--- config.mk ---
export PLATFORM = sky130hd
export DESIGN_NAME = accu_core_mc
export DESIGN_NICKNAME = d
export VERILOG_FILES = /design/src/rtl/accu_core_mc.sv
export SDC_FILE = /design/constraint.sdc
export NUM_CORES = 1
export LEC_CHECK = 0
export BUFFER_PORTS_ARGS = -buffer_cell sky130_fd_sc_hd__buf_2
export CELL_PAD_IN_SITES_DETAIL_PLACEMENT = 0
export CELL_PAD_IN_SITES_GLOBAL_PLACEMENT = 1
export CORE_MARGIN = 10
export CORE_UTILIZATION = 25
export CTS_CLUSTER_SIZE = 25
export DETAILED_ROUTE_END_ITERATION = 6
export GPL_ROUTABILITY_DRIVEN = 0
export GPL_TIMING_DRIVEN = 0
export PLACE_DENSITY = 0.52
export SYNTH_ARGS = -nofsm -noshare
export SYNTH_HDL_FRONTEND = slang
export SYNTH_SLANG_ARGS = --single-unit
--- constraint.sdc ---
create_clock -name clk -period 3.8 [get_ports clk]
set_input_delay 0.76 -clock clk [delete_from_list [all_inputs] [get_ports clk]]
set_output_delay 0.76 -clock clk [all_outputs]
set_load 0.03 [all_outputs]
--- src/rtl/accu_core_mc.sv ---
// Multicycle accumulator core with a generic width, a register file, a hardware return stack and req/ack memory ports.
// Latency: FETCH+EXEC per instruction (2 cycles minimum), and LDM/STM add a MEM phase that lasts until dm_ack.
// Backpressure: ins_req and dm_req are held with stable address/data until ack. HALT/FAULT are left only by Reset.
// Optional trace outputs (retire_valid/retire_pc/retire_op) are enabled by defining ACCU_CORE_MC_TRACE_EN.
module accu_core_mc #(
   parameter int DATA_W      = 8,
   parameter int ADDR_W      = 6,
   parameter int NREGS       = 16,
   parameter int STACK_DEPTH = 4
) (
   input  logic              clk,
   input  logic              Reset,
   output logic              ins_req,
   output logic [ADDR_W-1:0] ins_addr,
   input  logic              ins_ack,
   input  logic [DATA_W+4:0] ins_data,
   output logic              dm_req,
   output logic              dm_we,
   output logic [DATA_W-1:0] dm_addr,
   output logic [DATA_W-1:0] dm_wdata,
   input  logic              dm_ack,
   input  logic [DATA_W-1:0] dm_rdata,
   output logic [DATA_W-1:0] accu,
   output logic              carry,
   output logic              halted,
   output logic              fault
`ifdef ACCU_CORE_MC_TRACE_EN
   ,
   output logic              retire_valid,
   output logic [ADDR_W-1:0] retire_pc,
   output logic [4:0]        retire_op
`endif
);

   localparam int RI_W = (NREGS > 1) ? $clog2(NREGS) : 1;
   localparam int SP_W = $clog2(STACK_DEPTH + 1);
   localparam int SI_W = (STACK_DEPTH > 1) ? $clog2(STACK_DEPTH) : 1;

   localparam logic [SP_W-1:0]   SP_FULL = SP_W'(STACK_DEPTH);
   localparam logic [SP_W-1:0]   SP_ONE  = SP_W'(1);
   localparam logic [ADDR_W-1:0] PC_ONE  = ADDR_W'(1);

   localparam logic [4:0] OP_NOP  = 5'h00;
   localparam logic [4:0] OP_LDI  = 5'h01;
   localparam logic [4:0] OP_LDR  = 5'h02;
   localparam logic [4:0] OP_STR  = 5'h03;
   localparam logic [4:0] OP_LDM  = 5'h04;
   localparam logic [4:0] OP_STM  = 5'h05;
   localparam logic [4:0] OP_ADD  = 5'h06;
   localparam logic [4:0] OP_ADDC = 5'h07;
   localparam logic [4:0] OP_SUB  = 5'h08;
   localparam logic [4:0] OP_AND  = 5'h09;
   localparam logic [4:0] OP_OR   = 5'h0A;
   localparam logic [4:0] OP_XOR  = 5'h0B;
   localparam logic [4:0] OP_JMP  = 5'h0C;
   localparam logic [4:0] OP_JZ   = 5'h0D;
   localparam logic [4:0] OP_JC   = 5'h0E;
   localparam logic [4:0] OP_CALL = 5'h0F;
   localparam logic [4:0] OP_RET  = 5'h10;
   localparam logic [4:0] OP_HALT = 5'h11;

   typedef enum logic [2:0] {S_FETCH, S_EXEC, S_MEM, S_HALT, S_FAULT} state_t;

   state_t            r_state;
   logic [ADDR_W-1:0] r_pc;
   logic [DATA_W-1:0] r_a;
   logic              r_c;
   logic [DATA_W+4:0] r_ir;
   logic [SP_W-1:0]   r_sp;
   logic [DATA_W-1:0] r_regs  [NREGS];
   logic [ADDR_W-1:0] r_stack [2**SI_W];

   state_t            w_state_nxt;
   logic [ADDR_W-1:0] w_pc_nxt;
   logic [DATA_W-1:0] w_a_nxt;
   logic              w_c_nxt;
   logic [DATA_W+4:0] w_ir_nxt;
   logic              w_reg_we;
   logic              w_push;
   logic              w_pop;

   logic [4:0]        w_op;
   logic [DATA_W-1:0] w_opr;
   logic [RI_W-1:0]   w_ridx;
   logic [DATA_W-1:0] w_rval;
   logic [ADDR_W-1:0] w_pc_inc;
   logic [ADDR_W-1:0] w_jmp_tgt;
   logic              w_cin;
   logic [DATA_W:0]   w_sum;
   logic [DATA_W:0]   w_diff;
   logic [SP_W-1:0]   w_sp_dec;
   logic [SI_W-1:0]   w_push_idx;
   logic [SI_W-1:0]   w_pop_idx;

   assign w_op       = r_ir[DATA_W+4:DATA_W];
   assign w_opr      = r_ir[DATA_W-1:0];
   assign w_ridx     = w_opr[RI_W-1:0];
   assign w_rval     = r_regs[w_ridx];
   assign w_pc_inc   = r_pc + PC_ONE;
   assign w_jmp_tgt  = w_opr[ADDR_W-1:0];
   assign w_cin      = (w_op == OP_ADDC) & r_c;
   assign w_sum      = {1'b0, r_a} + {1'b0, w_rval} + {{DATA_W{1'b0}}, w_cin};
   // Top bit of the widened difference is the borrow out of the MSB.
   assign w_diff     = {1'b0, r_a} - {1'b0, w_rval};
   assign w_sp_dec   = r_sp - SP_ONE;
   // Pushes only happen with sp < depth, and pops only with sp >= 1, so both indices fit in SI_W bits.
   assign w_push_idx = r_sp[SI_W-1:0];
   assign w_pop_idx  = w_sp_dec[SI_W-1:0];

   // Requests are gated by Reset so a reset cuts an open handshake in the same cycle.
   assign ins_req  = (r_state == S_FETCH) && !Reset;
   assign ins_addr = r_pc;
   assign dm_req   = (r_state == S_MEM) && !Reset;
   assign dm_we    = dm_req && (w_op == OP_STM);
   assign dm_addr  = w_opr;
   assign dm_wdata = r_a;
   assign accu     = r_a;
   assign carry    = r_c;
   assign halted   = (r_state == S_HALT) || (r_state == S_FAULT);
   assign fault    = (r_state == S_FAULT);

   // Next-state and datapath decode. Each instruction defaults to PC+1 and a return to FETCH.
   always_comb begin
      w_state_nxt = r_state;
      w_pc_nxt    = r_pc;
      w_a_nxt     = r_a;
      w_c_nxt     = r_c;
      w_ir_nxt    = r_ir;
      w_reg_we    = 1'b0;
      w_push      = 1'b0;
      w_pop       = 1'b0;
      case (r_state)
         S_FETCH: begin
            if (ins_req && ins_ack) begin
               w_ir_nxt    = ins_data;
               w_state_nxt = S_EXEC;
            end
         end
         S_EXEC: begin
            w_pc_nxt    = w_pc_inc;
            w_state_nxt = S_FETCH;
            case (w_op)
               OP_NOP: ;
               OP_LDI:  w_a_nxt = w_opr;
               OP_LDR:  w_a_nxt = w_rval;
               OP_STR:  w_reg_we = 1'b1;
               OP_LDM, OP_STM: begin
                  w_pc_nxt    = r_pc;
                  w_state_nxt = S_MEM;
               end
               OP_ADD, OP_ADDC: {w_c_nxt, w_a_nxt} = w_sum;
               OP_SUB:  {w_c_nxt, w_a_nxt} = w_diff;
               OP_AND:  w_a_nxt = r_a & w_rval;
               OP_OR:   w_a_nxt = r_a | w_rval;
               OP_XOR:  w_a_nxt = r_a ^ w_rval;
               OP_JMP:  w_pc_nxt = w_jmp_tgt;
               OP_JZ:   if (r_a == '0) w_pc_nxt = w_jmp_tgt;
               OP_JC:   if (r_c) w_pc_nxt = w_jmp_tgt;
               OP_CALL: begin
                  if (r_sp == SP_FULL) begin
                     w_pc_nxt    = r_pc;
                     w_state_nxt = S_FAULT;
                  end else begin
                     w_push   = 1'b1;
                     w_pc_nxt = w_jmp_tgt;
                  end
               end
               OP_RET: begin
                  if (r_sp == '0) begin
                     w_pc_nxt    = r_pc;
                     w_state_nxt = S_FAULT;
                  end else begin
                     w_pop    = 1'b1;
                     w_pc_nxt = r_stack[w_pop_idx];
                  end
               end
               OP_HALT: begin
                  w_pc_nxt    = r_pc;
                  w_state_nxt = S_HALT;
               end
               default: begin
                  w_pc_nxt    = r_pc;
                  w_state_nxt = S_FAULT;
               end
            endcase
         end
         S_MEM: begin
            if (dm_ack) begin
               if (w_op == OP_LDM) w_a_nxt = dm_rdata;
               w_pc_nxt    = w_pc_inc;
               w_state_nxt = S_FETCH;
            end
         end
         S_HALT:  w_state_nxt = S_HALT;
         S_FAULT: w_state_nxt = S_FAULT;
         default: w_state_nxt = S_FAULT;
      endcase
   end

   // State, architectural registers and stack pointer, all cleared by Reset.
   always_ff @(posedge clk) begin
      if (Reset) begin
         r_state <= S_FETCH;
         r_pc    <= '0;
         r_a     <= '0;
         r_c     <= 1'b0;
         r_ir    <= '0;
         r_sp    <= '0;
         for (int i = 0; i < NREGS; i++) r_regs[i] <= '0;
      end else begin
         r_state <= w_state_nxt;
         r_pc    <= w_pc_nxt;
         r_a     <= w_a_nxt;
         r_c     <= w_c_nxt;
         r_ir    <= w_ir_nxt;
         if (w_reg_we) r_regs[w_ridx] <= r_a;
         if (w_push)     r_sp <= r_sp + SP_ONE;
         else if (w_pop) r_sp <= w_sp_dec;
      end
   end

   // Return-stack storage. Entries above sp are never read, so they need no reset.
   always_ff @(posedge clk) begin
      if (!Reset && w_push) r_stack[w_push_idx] <= w_pc_inc;
   end

`ifdef ACCU_CORE_MC_TRACE_EN
   // Retire pulses when EXEC completes to FETCH/HALT or when a MEM access is acked. PC and IR still describe that instruction.
   assign retire_valid = !Reset &&
                         (((r_state == S_EXEC) && ((w_state_nxt == S_FETCH) || (w_state_nxt == S_HALT))) ||
                          ((r_state == S_MEM) && dm_ack));
   assign retire_pc    = r_pc;
   assign retire_op    = w_op;
`endif

endmodule
# After elaboration in Yosys (flattened, before gate mapping)
# Memories as Yosys holds them, arrays and structs flattened. A register that Yosys moved wholly into a read port is not among the register bits.
# Index checks and enable logic that the tools add are counted.
word_totals:
  regBits: 34
  ramBits: 152
  inputBits: 25
  output_inout_bits: 36
  word_cells: 111
  n_memories: 2
mem_list:
  columns: ["name", "words", "width", "read_ports", "rd_ports_with_merged_regs", "wr", "line_no", "rtl"]
  rows:
  - ["r_regs", 16, 8, 1, 1, 16, "70", "logic [DATA_W-1:0] r_regs [NREGS];"]
  - ["r_stack", 4, 6, 1, 0, 1, "71", "logic [ADDR_W-1:0] r_stack [2**SI_W];"]
op_classes:
  n_addsub: 6
  n_eq_ne: 29
  n_mux: 40
  n_bitwise: 4
  reduce_logical: 24
op_table:
  columns: ["cell", "n"]
  rows:
  - ["8-bit one-hot mux with 7 select lines", 1]
  - ["5-bit by 4-bit equality test with 1-bit output, second input constant", 8]
  - ["6-bit one-hot mux with 6 select lines", 1]
  - ["6-bit 2-to-1 mux", 5]
  - ["8-bit 2-to-1 mux", 3]
  - ["5-bit by 3-bit equality test with 1-bit output, second input constant", 4]
  - ["3-bit 2-to-1 mux", 6]
  - ["1-bit 2-to-1 mux", 16]
  - ["8-bit one-hot mux with 2 select lines", 1]
  - ["3-bit one-hot mux with 5 select lines", 1]
  - ["13-bit OR reduction", 1]
  - ["4-bit 2-to-1 mux", 3]
  - ["3-bit one-hot mux with 4 select lines", 1]
  - ["6-bit one-hot mux with 2 select lines", 1]
  - ["5-bit by 2-bit equality test with 1-bit output, second input constant", 2]
  - ["5-bit equality test, second input constant", 2]
  - ["10-bit OR reduction", 1]
  - ["8-bit by 8-bit adder with 9-bit output", 1]
  - ["9-bit by 1-bit adder with 9-bit output", 1]
  - ["8-bit by 8-bit subtractor with 9-bit output", 1]
  - ["8-bit bitwise AND", 1]
  - ["8-bit zero test", 1]
  - ["8-bit by 1-bit inequality test with 1-bit output, second input constant", 1]
  - ["8-bit OR", 1]
  - ["other kinds (25)", 39]

# Logic depth before layout (Yosys ltp)
# Gate-level depths: netlist of the first run.
logic_depth:
  word_depth: 8
  ltp_mapped: 15
  mapped_depth_nobuf: 12

# Worst setup path before layout of the first run
# Ideal clock, no wire load.
synth_path:
  path_type: "reg-to-reg"
  start: "register (tool-made name)"
  end: "register r_a[7], in the netlist accu[7]"
  setup_ps: 122
  arrival_ps: 3219
  required_time_ps: 3678
  path_slack_ps: 459
  path_stages_with_launch: 13
  n_path_buf: 2
  period_less_slack_ps: 3341
  cell_sequence: "dfxtp_1 > buf_6 > buf_2 > mux4_2 > mux4_2 > inv_1 > ha_1 > nor2b_1 > o31ai_1 > a2bb2oi_1 > xnor2_1 > nor2_1 > o311a_1"
synth_rtl:
  columns: ["element", "line_no", "rtl"]
  rows:
  - ["end signal, assigned", "213", "r_a <= w_a_nxt;"]
  - ["end, declared", "66", "logic [DATA_W-1:0] r_a;"]

==> results of run 1 <==
-- layout make-up --
class,instances,share of cell area
timing repair buffer,65,0.0286
tap,532,0.0559
sequential,190,0.447
clock inverter,14,0.0112
buffer,97,0.0415
multi-input combinational,575,0.370
inverter,29,0.00914
clock buffer,18,0.0360
-- per-stage QoR --
stage / total power (uW) / setup TNS [ns] / instances / hold slack [ns]
global placement: 3190 / -8.99 / 1485 / 0.481
finish: 4970 / 0 / 1520 / 0.489
CTS: 4980 / 0 / 1520 / 0.474
floorplan: 2900 / 0 / 894 / 0.444
global route: 5150 / 0 / 1520 / 0.490
detailed placement: 3190 / -3.97 / 1490 / 0.486
-- layer usage --
layer / part of all wire / vias to the layer above / GRT usage / wire [microns]
li1: - / 3564 / - / -
met1: 0.46 / 3919 / 0.198 / 16800
met2: 0.47 / 252 / 0.232 / 17300
met3: 0.050 / 48 / 0.0256 / 1840
met4: 0.022 / 0 / 0.0432 / 823
met5: 0 / - / 0 / 0
-- critical path: stages, from the launching register on --
cell	delay [ns]
dfxtp_1	0.32
buf_6	0.21
buf_12	0.20
mux4_2	0.59
mux4_2	0.57
ha_1	0.21
inv_1	0.07
fa_1	0.21
nor2b_2	0.21
o31ai_4	0.09
or4_1	0.40
nand4_1	0.13
a41o_1	0.20
a21oi_1	0.07
-- cells in the final DEF, fill, tap and decap left out, types with 11 or more instances in the layout --
cell type  count
a211oi_1      11
nor4_1        37
buf_4         22
inv_1         19
nand3_1       19
ha_1          31
nor3_1       108
clkbuf_1      55
mux2i_1       13
nand2_1       64
clkbuf_16     17
dfxtp_1       36
edfxtp_1     152
nand2b_1      14
o21ai_1       17
buf_2         70
o21ai_0       26
mux4_2        33
a21oi_1       27
nor2_1        43
-- logic make-up (layout without fill, tap and decap cells) --
kind of cell    Yosys count  count (layout)  share of synthesized area
simple gates            327             327                      0.163
flops                   190             190                      0.519
compound gates          145             145                     0.0946
buf+inv                 129             223                     0.0575
mux                      58              58                      0.112
fa+ha+maj                35              35                     0.0449
xor+xnor                 10              10                    0.00854
-- timing repair --
action,4_1_cts,5_1_grt
resized for setup,11,13
pin swaps,0,1
endpoints found under the setup margin,7,5
-- path summary, 6_finish.rpt --
path / from / to / cells after the start
min reg2reg: r_ir[7] / r_ir[7] / 2
max: flip-flop / accu[6] / 13
min: r_ir[7] / r_ir[7] / 2
max reg2reg: flip-flop / accu[6] / 13
-- state kept, by name, indices dropped and copies added (netlist names), named ones only --
signal / flops
accu: 8
r_state: 3
ins_addr: 6
r_sp: 3
r_ir: 13
r_regs: 128
carry: 1
r_stack: 24
-- power groups by stage --
stage | clock (uW) | combinational (uW) | sequential, uW
detailed placement | 0 | 791 | 2400
global route | 1900 | 885 | 2360
floorplan | 0 | 509 | 2390
finish | 1800 | 816 | 2360
global placement | 0 | 787 | 2400
CTS | 1830 | 800 | 2360
==> results by group, run 1 <==
Synth
  – Number of register bits inferred by synthesis: between 150 and 200
  – Most numerous cell in the Yosys netlist: edfxtp_1
  – Syn Nets: approximately 950
  – Number of synthesized flops with an enable pin: approximately 150
  – Top-area cell type share of the netlist area: 0.445
  – Post-Syn Area per Cell: approximately 11 sq um
  – Count of different cell masters after synthesis: 72
  – Syn Inst Count: around 900
  – Area leader, netlist: edfxtp_1
  – Synth area leaders: edfxtp_1 45%, dfxtp_1 7.4%, mux4_2 7.0%
  – Sequential share of the synthesized area: 0.519
  – FFs w/ async S/R, synth: 0
  – Post-synth top cells: 152 x edfxtp_1, 108 x nor3_1, 64 x nand2_1, 58 x clkbuf_1, 43 x nor2_1
  – Most used DFF post-synth: edfxtp_1
  – YS warnings: 0
  – Mapped Area: just over 10000 sq um

Drt
  – Routed len/inst: roughly 24 microns
  – Drt total wl: about 37000 microns
  – First DRT Iteration DRCs: between 700 and 800
  – DR vias/cell: roughly 5
  – Post-route ant nets: 0
  – First drt pass iteration count: 7
  – DR vias: slightly below 8000
  – Drt drc: 0

Setup path
  – CP max FO: 10
  – CP required: between 4 and 5 ns
  – Worst EP arrival: ~4.0 ns
  – Setup crit end kind: flip-flop
  – Setup CP Type: flip-flop to flip-flop
  – Worst R2R Setup Slack: 0.16 ns
  – Startpoint types: flip-flop

Floorplanning
  – Core area: slightly above 40000 sq um
  – IO Count: between 60 and 70
  – Die ar.: a little under 50000 sq um
  – Initial Util: 0.252
  – DIE WIDTH: approximately 220 microns
  – Core Rows: 74
  – Die H: around 220 microns

Clocking
  – Setup Fix Bufs, Post-CTS: 0
  – Total CTS buffers: 17
  – CTS root buffer: clkbuf_16
  – CTS max path bufs: 2
  – Clk slew on worst S/H paths: around 0.1 ns
  – CTS tree: yes
  – TritonCTS sink count: between 150 and 200
  – H-tree lvl count: 4
  – Later-pin clock latency in the skew report: 0.48 ns
  – Cts-stage hold buffer count: 0

Placement
  – Placed cell area: between 10000 and 15000 sq um
  – I/O Buffers: 59
  – Post-place setup slack: -0.721 ns
  – HPWL Detailed: 27000 microns

Timing
  – Relative max-transition margin: 0.180
  – Setup violations, final: 0
  – Final hold violations: 0
  – Final min period: ~3.6 ns
  – RSZ-0062 raised after global routing: no
  – F_max: ~270 MHz
  – Worst clock skew: approximately 0.034 ns
  – Actual slew at the worst max-slew pin: about 1.2 ns
  – Fin crit share: 0.957
  – Slew Viols, Final: 0
  – Worst setup margin: 0.163 ns

Global route
  – Largest net degree at the start of global routing: 20
  – Total track usage: 0.146
  – Initial antenna violation count: 0
  – Vias in the first global route: between 7000 and 8000
  – Grt total ovfl: 0
  – First-pass GRT wire length: roughly 54000 microns

Hold path
  – Worst Hold Class: flip-flop to flip-flop

Final layout
  – Finished Core Util: 0.292
  – Post-route cell area: 11900 sq um
  – Final #Nets: around 1000
  – Antenna cell count: 0
  – Area growth from synthesis to layout: 16.2%
  – Final-layout fill cell count: between 4000 and 5000
  – Area of the multi-input gates: approximately 4400 sq um
  – Seq. cell area: roughly 5300 sq um
  – Layout cells sized above 1: 0.193

Power
  – Switching power: around 1500 uW
  – Power per cell area: ~420 nW/um^2
  – Internal: approximately 3500 uW
  – Sw Ratio: 0.305
  – Peak supply drop: around 0.00022 V
  – Comb power frac: 0.164
  – Leak: 0.00404 uW
  – Seq pwr share: 0.474
  – Clock power share: 0.362

Outcome
  – Status: finished, final reports clean

Job
  – Max-cap check violation count: 0
(Power assumes the default switching activity.)
==> run 2: changes to the inputs <==
Settings changed: CTS_BUF_LIST from default to sky130_fd_sc_hd__clkbuf_2 sky130_fd_sc_hd__clkbuf_4 sky130_fd_sc_hd__clkbuf_8.
==> results by group, run 2 (synthesis results as in run 1) <==
Drt
  – DR vias/cell: 5.15 (+0.54%)
  – Post-route ant nets: 0 (unchanged)
  – DR vias: 7825 (+0.54%)
  – Routed len/inst: 24.3 microns (+0.33%)
  – First DRT Iteration DRCs: 800 (+0.88%)
  – Drt total wl: 37000 microns (+0.33%)
  – First drt pass iteration count: 7 (unchanged)
  – Drt drc: 0 (unchanged)

Job
  – Max-cap check violation count: 0 (unchanged)

Setup path
  – Cell Chain, Critical Path: buf_6 -> buf_12 -> mux4_1 -> mux4_2 -> inv_1 -> ha_4 -> nor2b_2 -> o31ai_4 -> o21bai_1 -> a211oi_1 -> o211ai_1 -> a211oi_1
  – R2R Path End: carry
  – Setup crit end kind: flip-flop
  – CP max-delay cell: mux4_1
  – CP required: 4.21 ns (+0.06 ns)
  – CP max FO: 10 (unchanged)
  – Worst R2R Setup Slack: 0.15 ns (about the same)
  – Setup CP Type: flip-flop to flip-flop
  – WP depth: 12 (-1)
  – Crit path to: carry
  – Most common cell on crit path: a211oi_1
  – Startpoint types: flip-flop
  – FF-to-FF path depth: 12 (-1)
  – Crit-path max cell delay: 0.65 ns (+0.06 ns)
  – Largest delay share family, worst path: multiplexers
  – WP buf/inv: 3 (unchanged)
  – Worst EP arrival: 4.06 ns (+0.08 ns)

Timing
  – Final min period: 3.65 ns (+0.0150 ns)
  – Actual slew at the worst max-slew pin: 1.22 ns (-0.00159 ns)
  – RSZ-0062 raised after global routing: no
  – Slew Viols, Final: 0 (unchanged)
  – Final TNS setup: 0 ns (unchanged)
  – Worst clock skew: 0.0451 ns (+0.0111 ns)
  – F_max: 274 MHz (-0.41%)
  – Fin crit share: 0.961 (+0.00395)
  – Setup violations, final: 0 (unchanged)
  – Final hold violations: 0 (unchanged)
  – Relative max-transition margin: 0.181 (+0.00107)

Global route
  – First-pass GRT wire length: 54200 microns (+0.21%)
  – Total track usage: 0.146 (about the same)
  – Vias in the first global route: 7808 (+0.077%)
  – Grt total ovfl: 0 (unchanged)
  – Largest net degree at the start of global routing: 20 (unchanged)
  – Initial antenna violation count: 0 (unchanged)

Power
  – Seq pwr share: 0.519 (+0.045)
  – Peak supply drop: 0.000213 V (-2.9%)
  – Power per cell area: 387 nW/um^2 (-7.2%)
  – Leak: 0.00396 uW (-2.1%)
  – Internal: 3070 uW (-11%)
  – Total Power: 4540 uW (-8.6%)
  – Comb power frac: 0.180 (+0.016)
  – Sw Ratio: 0.323 (+0.0179)
  – Clock power share: 0.301 (-0.061)
  – Switching power: 1470 uW (-3.3%)

Clocking
  – Cts-stage hold buffer count: 0 (unchanged)
  – H-tree lvl count: 4 (unchanged)
  – Clk slew on worst S/H paths: 0.10 ns (about the same)
  – Total CTS buffers: 17 (unchanged)
  – Setup Fix Bufs, Post-CTS: 0 (unchanged)
  – CTS root buffer: clkbuf_8
  – CTS max path bufs: 2 (unchanged)
  – CTS tree: yes
  – Later-pin clock latency in the skew report: 0.53 ns (+0.05 ns)
  – TritonCTS sink count: 190 (unchanged)

Hold path
  – Worst Hold Class: input port to flip-flop

Final layout
  – Commonest cells after routing, fill and taps aside: 152 x edfxtp_1, 108 x nor3_1, 70 x buf_2
  – Layout cells sized above 1: 0.194 (+0.00101)
  – Final #Nets: 1035 (unchanged)
  – Finished Core Util: 0.288 (-0.00461)
  – Max reg flops: 128 (unchanged)
  – Area growth from synthesis to layout: 14.3%
  – Registers with the most flip-flops: r_regs (128), r_stack (24), r_ir (13)
  – Biggest register: r_regs
  – Antenna cell count: 0 (unchanged)
  – Commonest non-fill, non-tap cell in the layout: edfxtp_1

Floorplanning
  – Die H: 223 microns (unchanged)
  – IO Count: 61 (unchanged)
  – Core Rows: 74 (unchanged)
  – DIE WIDTH: 223 microns (unchanged)
  – Core area: 40700 sq um (unchanged)
  – Die ar.: 49500 sq um (unchanged)
  – Initial Util: 0.252 (unchanged)

Placement
  – I/O Buffers: 59 (unchanged)
  – HPWL Detailed: 27000 microns (unchanged)

Outcome
  – Status: finished, final reports clean
==> run 2: cell count changes in the layout (fill, tap and decap cells not counted) <==
cell,previous run,this run
clkbuf_16,17,0
clkbuf_8,0,17
clkbuf_1,55,54
clkbuf_4,1,2
==> run 2: worst reg2reg max path: stages, from the launching register on <==
cell      delay [ns]
dfxtp_1         0.34
buf_6           0.22
buf_12          0.22
mux4_1          0.66
mux4_2          0.55
inv_1           0.15
ha_4            0.22
nor2b_2         0.08
o31ai_4         0.28
o21bai_1        0.12
a211oi_1        0.30
o211ai_1        0.20
a211oi_1        0.25
==> run 2: worst min path at each step <==
stage | startpoint | end | slack [ns] | depth (start not counted)
detailed placement | r_ir[7] | r_ir[7] | 0.49 | 2
finish | ins_data[7] | r_ir[7] | 0.45 | 3
global placement | r_ir[7] | r_ir[7] | 0.48 | 2
global route | ins_data[4] | r_ir[4] | 0.43 | 3
floorplan | r_ir[7] | r_ir[7] | 0.44 | 2
CTS | ins_data[7] | r_ir[7] | 0.42 | 3
==> run 2: final cells by class <==
| cell class | instances | area (sq um) |
|---|---|---|
| repair buffers | 65 | 340 |
| plain buffers | 97 | 494 |
| inverters | 29 | 109 |
| multi-input cells | 575 | 4410 |
| fillers | 4255 | 29000 |
| flip-flops and latches | 190 | 5330 |
| clock buffers | 18 | 241 |
| well taps | 532 | 666 |
| clock inverters | 14 | 134 |
==> run 2: what timing repair did <==
action,4_1_cts,5_1_grt
pin swaps,0,1
gates resized for setup,11,13
endpoints found under the setup margin,7,5
endpoints found under the hold margin,0,0
cloned,0,0
==> run 2: metal layers <==
metal | up-vias | wire length (microns) | track usage
li1 | 3557 | - | -
met1 | 3979 | 17200 | 0.198
met2 | 252 | 17400 | 0.234
met3 | 37 | 1720 | 0.0252
met4 | 0 | 667 | 0.0381
met5 | - | 0 | 0
==> run 2: power by group through the flow <==
stage | Clock [uW] | Combinational [uW] | Sequential, uW
after detailed placement | 0 | 791 | 2400
after floorplan | 0 | 509 | 2390
after global placement | 0 | 787 | 2400
after CTS | 1380 | 800 | 2360
after global routing | 1470 | 886 | 2360
final | 1370 | 817 | 2360
==> run 2: per-stage QoR <==
stage	setup slack, ns	hold slack (ns)	cell area [sq um]	instances
CTS	0.0125	0.421	11700	1520
finish	0.148	0.446	11700	1520
floorplan	0.459	0.444	10300	894
global placement	-0.758	0.481	11200	1485
global route	0.0226	0.426	11700	1520
detailed placement	-0.721	0.486	11300	1490
